### src/rtl/acc_scheduler.sv
// acc_scheduler: round-robin sharing of one accumulator among R requesters.
// Define ACC_SCHED_TIMEOUT_EN to abort jobs that wait TIMEOUT cycles for acc_ready.
module acc_scheduler #(
  parameter int m       = 4,
  parameter int n       = 4,
  parameter int k       = 10,
  parameter int R       = 4,
  parameter int TIMEOUT = 64,
  localparam int width  = m + n,
  localparam int swidth = $clog2(k * (2**(m+n) - 1)),
  localparam int iwidth = $clog2(R)
) (
  input  logic                 clk,
  input  logic                 rstn,
  input  logic [R-1:0]         req,
  input  logic [R*k*width-1:0] req_din,
  output logic [R-1:0]         gnt,
  output logic [R-1:0]         done,
  output logic [swidth-1:0]    res_sum,
  output logic [iwidth-1:0]    res_id,
  output logic                 err,
  output logic                 busy,
  output logic                 acc_pl,
  output logic [k*width-1:0]   acc_din,
  input  logic                 acc_ready,
  input  logic [swidth-1:0]    acc_sum
);

  typedef enum logic [1:0] {IDLE, RUN, GAP} state_e;

  state_e              state_q, state_d;
  logic [iwidth-1:0]   ptr_q, ptr_d;
  logic [iwidth-1:0]   cur_q, cur_d;
  logic [k*width-1:0]  opnd_q, opnd_d;
  logic [R-1:0]        gnt_q, gnt_d;
  logic [R-1:0]        done_q, done_d;
  logic [swidth-1:0]   sum_q, sum_d;
  logic [iwidth-1:0]   id_q, id_d;
  logic                err_q, err_d;
  logic                pl_q, pl_d;

  logic                found;
  logic [iwidth-1:0]   win;
  logic [iwidth-1:0]   idx;
  logic                tmo;

  // Search upward from ptr, wrapping, for the first active request.
  always_comb begin
    found = 1'b0;
    win   = '0;
    idx   = '0;
    for (int i = 0; i < R; i++) begin
      if (int'(ptr_q) + i >= R)
        idx = iwidth'(int'(ptr_q) + i - R);
      else
        idx = iwidth'(int'(ptr_q) + i);
      if (!found && req[idx]) begin
        found = 1'b1;
        win   = idx;
      end
    end
  end

`ifdef ACC_SCHED_TIMEOUT_EN
  localparam int cwidth = $clog2(TIMEOUT + 1);

  logic [cwidth-1:0] cnt_q, cnt_d;

  assign tmo = (cnt_q == cwidth'(TIMEOUT));

  always_comb begin
    cnt_d = cnt_q;
    if (state_q == IDLE)
      cnt_d = '0;
    else if (state_q == RUN)
      cnt_d = cnt_q + 1'b1;
  end

  always_ff @(posedge clk or negedge rstn) begin
    if (!rstn) cnt_q <= '0;
    else       cnt_q <= cnt_d;
  end
`else
  logic unused_timeout;
  assign unused_timeout = |TIMEOUT;
  assign tmo = 1'b0;
`endif

  always_comb begin
    state_d = state_q;
    ptr_d   = ptr_q;
    cur_d   = cur_q;
    opnd_d  = opnd_q;
    gnt_d   = '0;
    done_d  = '0;
    sum_d   = sum_q;
    id_d    = id_q;
    err_d   = 1'b0;
    pl_d    = pl_q;
    unique case (state_q)
      IDLE: begin
        if (found) begin
          state_d    = RUN;
          cur_d      = win;
          opnd_d     = req_din[int'(win)*k*width +: k*width];
          gnt_d[win] = 1'b1;
          pl_d       = 1'b1;
        end
      end
      RUN: begin
        if (acc_ready || tmo) begin
          state_d      = GAP;
          sum_d        = acc_ready ? acc_sum : '0;
          err_d        = !acc_ready;
          id_d         = cur_q;
          done_d[cur_q] = 1'b1;
          pl_d         = 1'b0;
          ptr_d        = (cur_q == iwidth'(R-1)) ? '0 : cur_q + 1'b1;
        end
      end
      GAP:     state_d = IDLE;
      default: state_d = IDLE;
    endcase
  end

  always_ff @(posedge clk or negedge rstn) begin
    if (!rstn) begin
      state_q <= IDLE;
      ptr_q   <= '0;
      cur_q   <= '0;
      opnd_q  <= '0;
      gnt_q   <= '0;
      done_q  <= '0;
      sum_q   <= '0;
      id_q    <= '0;
      err_q   <= 1'b0;
      pl_q    <= 1'b0;
    end else begin
      state_q <= state_d;
      ptr_q   <= ptr_d;
      cur_q   <= cur_d;
      opnd_q  <= opnd_d;
      gnt_q   <= gnt_d;
      done_q  <= done_d;
      sum_q   <= sum_d;
      id_q    <= id_d;
      err_q   <= err_d;
      pl_q    <= pl_d;
    end
  end

  assign gnt     = gnt_q;
  assign done    = done_q;
  assign res_sum = sum_q;
  assign res_id  = id_q;
  assign err     = err_q;
  assign busy    = (state_q != IDLE);
  assign acc_pl  = pl_q;
  assign acc_din = opnd_q;

endmodule
### config.mk
export PLATFORM = sky130hd
export DESIGN_NAME = acc_scheduler
export DESIGN_NICKNAME = d
export VERILOG_FILES = /design/src/rtl/acc_scheduler.sv
export SDC_FILE = /design/constraint.sdc
export NUM_CORES = 1
export LEC_CHECK = 0
export CAP_MARGIN = 10
export CORE_AREA = 2 2 172 174
export DETAILED_ROUTE_END_ITERATION = 6
export DIE_AREA = 0 0 174 176
export HOLD_SLACK_MARGIN = 0.15
export PLACE_DENSITY_LB_ADDON = 0.08
export SLEW_MARGIN = 20
export SYNTH_ARGS = -nofsm -noshare
export SYNTH_HDL_FRONTEND = slang
export SYNTH_SLANG_ARGS = --single-unit
export TNS_END_PERCENT = 10
### constraint.sdc
create_clock -name clk -period 2.15 [get_ports clk]
set_clock_uncertainty 0.1 [all_clocks]
set_input_delay 0.3225 -clock clk [delete_from_list [all_inputs] [get_ports clk]]
set_output_delay 0.3225 -clock clk [all_outputs]
set_load 0.1 [all_outputs]
=== Word-level counts from Yosys, hierarchy flattened ===
Cells that the tools add are included.

* Reductions and logical operators: 16
* Eq/ne operators: 4
* $mul: 1
* Div/mod/pow operators: 0
* Muxes and demuxes: 37
* Order comparisons: 12
* Shifts and indexed selects: 1
* Add/subtract/negate cells: 8
* Bitwise operators: 0

{| class="wikitable"
|+ Operators with widths
! operator !! number
|-
| $shiftx A320 B10 Y80 || 1
|-
| $mux W2 || 11
|-
| $lt A2 B3 Y1 const B || 6
|-
| $mux W4 || 4
|-
| $mux W1 || 14
|-
| $ge A3 B3 Y1 const B || 3
|-
| $bmux W1 S2 || 4
|-
| $sub A2 B1 Y2 const B || 4
|-
| $add A2 B2 Y3 const B || 2
|-
| $reduce_and A2 Y1 || 3
|-
| $logic_and A1 B1 Y1 || 5
|-
| $mul A2 B3 Y5 const B || 1
|-
| $demux W1 S2 || 2
|-
| $ge A2 B1 Y1 const B || 2
|-
| $logic_not A1 Y1 || 4
|-
| $ne A2 B2 Y1 const B || 2
|-
| $pmux W2 S2 || 1
|-
| $reduce_bool A2 Y1 || 2
|-
| $add A2 B1 Y3 const B || 1
|-
| $ge A2 B3 Y1 const B || 1
|-
| $reduce_and A3 Y1 || 1
|-
| $add A2 B1 Y2 const B || 1
|-
| $eq A2 B1 Y1 const B || 1
|-
| $eq A2 B2 Y1 const B || 1
|-
| other kinds (2) || 2
|}

* Output and inout bits: 105
* Memories kept: 0
* Register bits after elaboration: 110
* Bits in writable memories: 0
* Word-level logic and storage cells: 89
* Memory bits (read-only): 0
* Latch bits: 0

=== Longest topological paths before layout ===
* Depth after elaboration: 20
* Gate-level depth with buffers: 8
* Gate-level depth less buffers: 5

=== Worst setup path before layout ===
Ideal clock, no wire load.

* Path type: register to register
* Start: reg state_q[0]
* End: reg opnd_q[16], in the netlist acc_din[16]
* Stages on the path, launching flop included: 7
* Path slack: -0.032 ns
* Arrival time: 1.992 ns
* Path buffers: 2
* Path through: dfrtp_1 > or2_1 > nand2b_1 > clkbuf_1 > clkbuf_1 > nand2_1 > o221ai_1

* Word-level cells in the longest chain between the ends: 2

{| class="wikitable"
|+ RTL lines
! what !! line !! text
|-
| start: declaration || 31 || <nowiki>state_e state_q, state_d;</nowiki>
|-
| start signal: assignment || 139 || <nowiki>state_q <= state_d;</nowiki>
|-
| $logic_not A2 Y1 || 100 || <nowiki>unique case (state_q)</nowiki>
|-
| $reduce_and A2 Y1 (no source line) || -- ||
|-
| end signal: assignment || 142 || <nowiki>opnd_q <= opnd_d;</nowiki>
|-
| end: declaration || 34 || <nowiki>logic [k*width-1:0] opnd_q, opnd_d;</nowiki>
|}

No other way between the ends.
A chain may end at the register's enable or synchronous reset.

=== Worst setup path in the final report ===
* Start: reg ptr_q[1]
* End: reg opnd_q[79], in the netlist acc_din[79]

* Word-level cells in the longest chain between the ends: 16

{| class="wikitable"
|+ RTL lines
! what !! line !! text
|-
| start: declaration || 32 || <nowiki>logic [iwidth-1:0] ptr_q, ptr_d;</nowiki>
|-
| start signal: assignment || 140 || <nowiki>ptr_q <= ptr_d;</nowiki>
|-
| parallel branches: the longest is 16 deep, another holds $add A2 B1 Y3 || -- ||
|}

Parallel ways; which one is timed is not known. The select of a mux whose other input is x is not followed.

==> qor.csv <==
stage,metric,value,unit
outcome,outcome,"finished, final reports clean",
logic_synthesis,largest cells by area after synthesis,"dfrtp_1 (44%), mux2i_1 (26%), o221ai_1 (11%), nand2_1 (7.6%), buf_12 (2.6%)",
floorplan,Core Area,28500,um2
routing,drt total wl,27300,um
clock_tree,worst skew pair latency,0.37,ns
timing,Finish-stage setup viols,0,
routing,DRT Pass-1 Iters,4,
critical_path,Crit Path Category,flop to flop,
floorplan,Initial Util,21.6,%
clock_tree,"CTS clk-pin slew, worst paths",0.10,ns
logic_synthesis,share of the synthesized area in the top cell type,44.2,%
critical_path,CP max FO,21,
logic_synthesis,Post-Syn Area per Cell,11.0,um2
timing,RSZ-0062 raised after global routing,no,
floorplan,die area,30600,um2
timing,fin. max-slew vios,0,
routing,metal1 wirelength,11300,um
power,Internal,7.15,mW
critical_path,CP arrival,2.06,ns
timing,fmax,0.520,GHz
clock_tree,Sink Count,109,
timing,Final Cycle Share,89.5,%
global_route,largest net degree at the start of global routing,110,
timing,crit path time final,1.92,ns
timing,Fin Hold WS,0.341,ns
place,Post-DP HPWL,20900,um
place,area post-placement,10900,um2
cells_and_area,Area Overhead vs Synth,82.3,%
global_route,initial antenna violation count,2,
cells_and_area,FILL cells,2874,
timing,final hold violations,0,
clock_tree,Setup Buffers After CTS,0,
floorplan,I/O pins,444,
routing,highest routed layer,met4,
clock_tree,CTS tree,built,
routing,metal3 WL,1840,um
cells_and_area,most frequent cells in the layout,"clkdlybuf4s50_1 (337), mux2i_1 (161), buf_4 (127)",
logic_synthesis,ys flop type,dfrtp_1,
clock_tree,root buffer cell,clkbuf_16,
logic_synthesis,"Async S/R FF share, synth",100,%
logic_synthesis,post-synth top area cell,dfrtp_1,
clock_tree,H-tree levels,3,
logic_synthesis,Seq cells post-synth,109,
routing,Final ANT Viol Nets,0,
floorplan,chip width,174,um
min_path,worst hold path class,flop to flop,
routing,DR WL/cell,19.5,um
cells_and_area,Multi-input gate area,3060,um2
clock_tree,Num CTS Buffers,9,
cells_and_area,fin nets,1349,
cells_and_area,design area,11200,um2
cells_and_area,Final Util,39.4,%
logic_synthesis,synth unique cells,31,
floorplan,FP Rows,62,
power,Clk network pwr share,10.2,%
timing,measured slew at the worst slew-check pin,0.662,ns
critical_path,Critical Path RT,2.28,ns
critical_path,Worst Setup End Kind,flop,
logic_synthesis,Post-synth EDFFs,0,
place,global placement routability congestion,0.763,
power,combinational share of power,69.9,%
critical_path,Setup crit start kind,flop,
run,max-cap violations,0,
routing,Vias,6265,
logic_synthesis,cell area after synthesis,6170,um2
global_route,GR Overflow Total,0,
cells_and_area,layout cell share with drive strength beyond 1,16.4,%
routing,DRC,0,
power,Lkg Pwr,5.24,nW
routing,met2 routed WL,13700,um
global_route,vias in the first global route,6575,
cells_and_area,"commonest non-fill, non-tap cell in the layout",clkdlybuf4s50_1,
routing,drt initial violations,267,
power,sw frac,59.3,%
power,NetSw,10.4,mW
place,port bufs,442,
logic_synthesis,yosys warns,0,
timing,slew margin rel.,55.9,%
timing,Post-Route Setup TNS,0,ns
cells_and_area,Reg area,2730,um2
power,VDD IR max,1.01,mV
floorplan,die height,176,um
power,power per cell area,1560,nW/um2
logic_synthesis,syn nets,906,
logic_synthesis,Post-Synthesis Cells,563,
logic_synthesis,"Seq/Total Area, Yosys",44.2,%
power,Reg power frac,19.9,%
global_route,Overall Global Routing Usage,17.5,%
clock_tree,CTS Buffer Depth,2,
routing,via/cell ratio,4.48,
global_route,first-pass GRT wire length,41000,um
## worst paths after layout
check / startpoint / end / slack [ns] / depth (start not counted)
worst max-delay path: ptr_q[1]$_DFFE_PN0P_ / acc_din[79]$_DFFE_PN0P_ / 0.23 / 7
worst min-delay path: state_q[1]$_DFFE_PN0P_ / state_q[0]$_DFFE_PN0P_ / 0.34 / 1
worst max register to register: ptr_q[1]$_DFFE_PN0P_ / acc_din[79]$_DFFE_PN0P_ / 0.23 / 7
worst min register to register: state_q[1]$_DFFE_PN0P_ / state_q[0]$_DFFE_PN0P_ / 0.34 / 1
max in group asynchronous: rstn / acc_din[38]$_DFFE_PN0P_ / 0.97 / 3
min in group asynchronous: rstn / res_sum[0]$_DFFE_PN0P_ / 0.48 / 3
## logic make-up after synthesis
group	after synthesis	share of synthesized area, %
adders and majority gates	4	0.812
buffers and inverters	52	6.64
AOI/OAI and AO/OA	93	12.9
and+or+nand+nor	143	9.21
DFF	109	44.2
muxes	161	26.1
other	1	0.0608
## power groups by stage
stage / Sequential, mW / Combinational [mW] / Clock (mW)
after CTS: 3.50 / 12.4 / 1.88
final: 3.49 / 12.3 / 1.80
after detailed placement: 3.51 / 12.4 / 0
after global placement: 3.52 / 12.4 / 0
after global routing: 3.61 / 12.8 / 1.94
after floorplan: 9.70 / 2.93 / 0
## synthesized netlist by cell type, types with 2 or more instances
master and instances:
o221ai_1 80, buf_12 8, mux2i_1 161, nand3b_1 2, nand2_1 125, o21ai_1 2
clkbuf_1 12, buf_2 13, a211oi_1 2, nand2b_1 2, nor2_1 7, and2_1 4
dfrtp_1 109, buf_4 9, buf_6 2, o21ai_0 4, clkbuf_4 2, inv_1 3
ha_1 4
## stage by stage
stage                     cells  total power, mW  setup slack, ns
final                      1397             17.6            0.227
after global routing       1396             18.4            0.102
after CTS                  1395             17.8            0.102
after detailed placement   1378             15.9           -0.229
after global placement     1378             15.9           -0.172
after floorplan             563             12.6            0.155
## sequential cells by signal (all words and copies together), names as in the netlist
| register | count |
|---|---|
| acc_din | 80 |
| res_sum | 12 |
| done | 4 |
| gnt | 4 |
| cur_q | 2 |
| ptr_q | 2 |
| res_id | 2 |
| state_q | 2 |
| acc_pl | 1 |
## cell type report
type | instances | area share [%]
Multi-Input combinational cell | 402 | 27.2
Antenna cell | 2 | 0.0445
Clock buffer | 9 | 2.00
Sequential cell | 109 | 24.3
Timing Repair Buffer | 480 | 41.2
Inverter | 4 | 0.134
Clock inverter | 7 | 0.790
Tap cell | 384 | 4.27
## critical path, cell delays in order, from the launching register on
cell      delay (ns)
dfrtp_2         0.42
mux2i_1         0.19
nand2_1         0.12
o211ai_4        0.14
buf_12          0.23
buf_12          0.20
mux2i_1         0.24
o221ai_1        0.13
## timing repair
| item | in CTS | in global routing |
|---|---|---|
| endpoints found under the hold margin | 109 | 0 |
| resized for setup | 0 | 2 |
| endpoints found under the setup margin | 0 | 19 |
| hold buffers | 1 | 0 |
## per-layer routing
metal	GRT usage, %	vias to the layer above
met3	5.02	21
met1	21.2	3001
met2	30.6	264
met5	0	-
met4	4.48	0
li1	-	2979
Note: power is estimated with default switching activity, not from simulation.
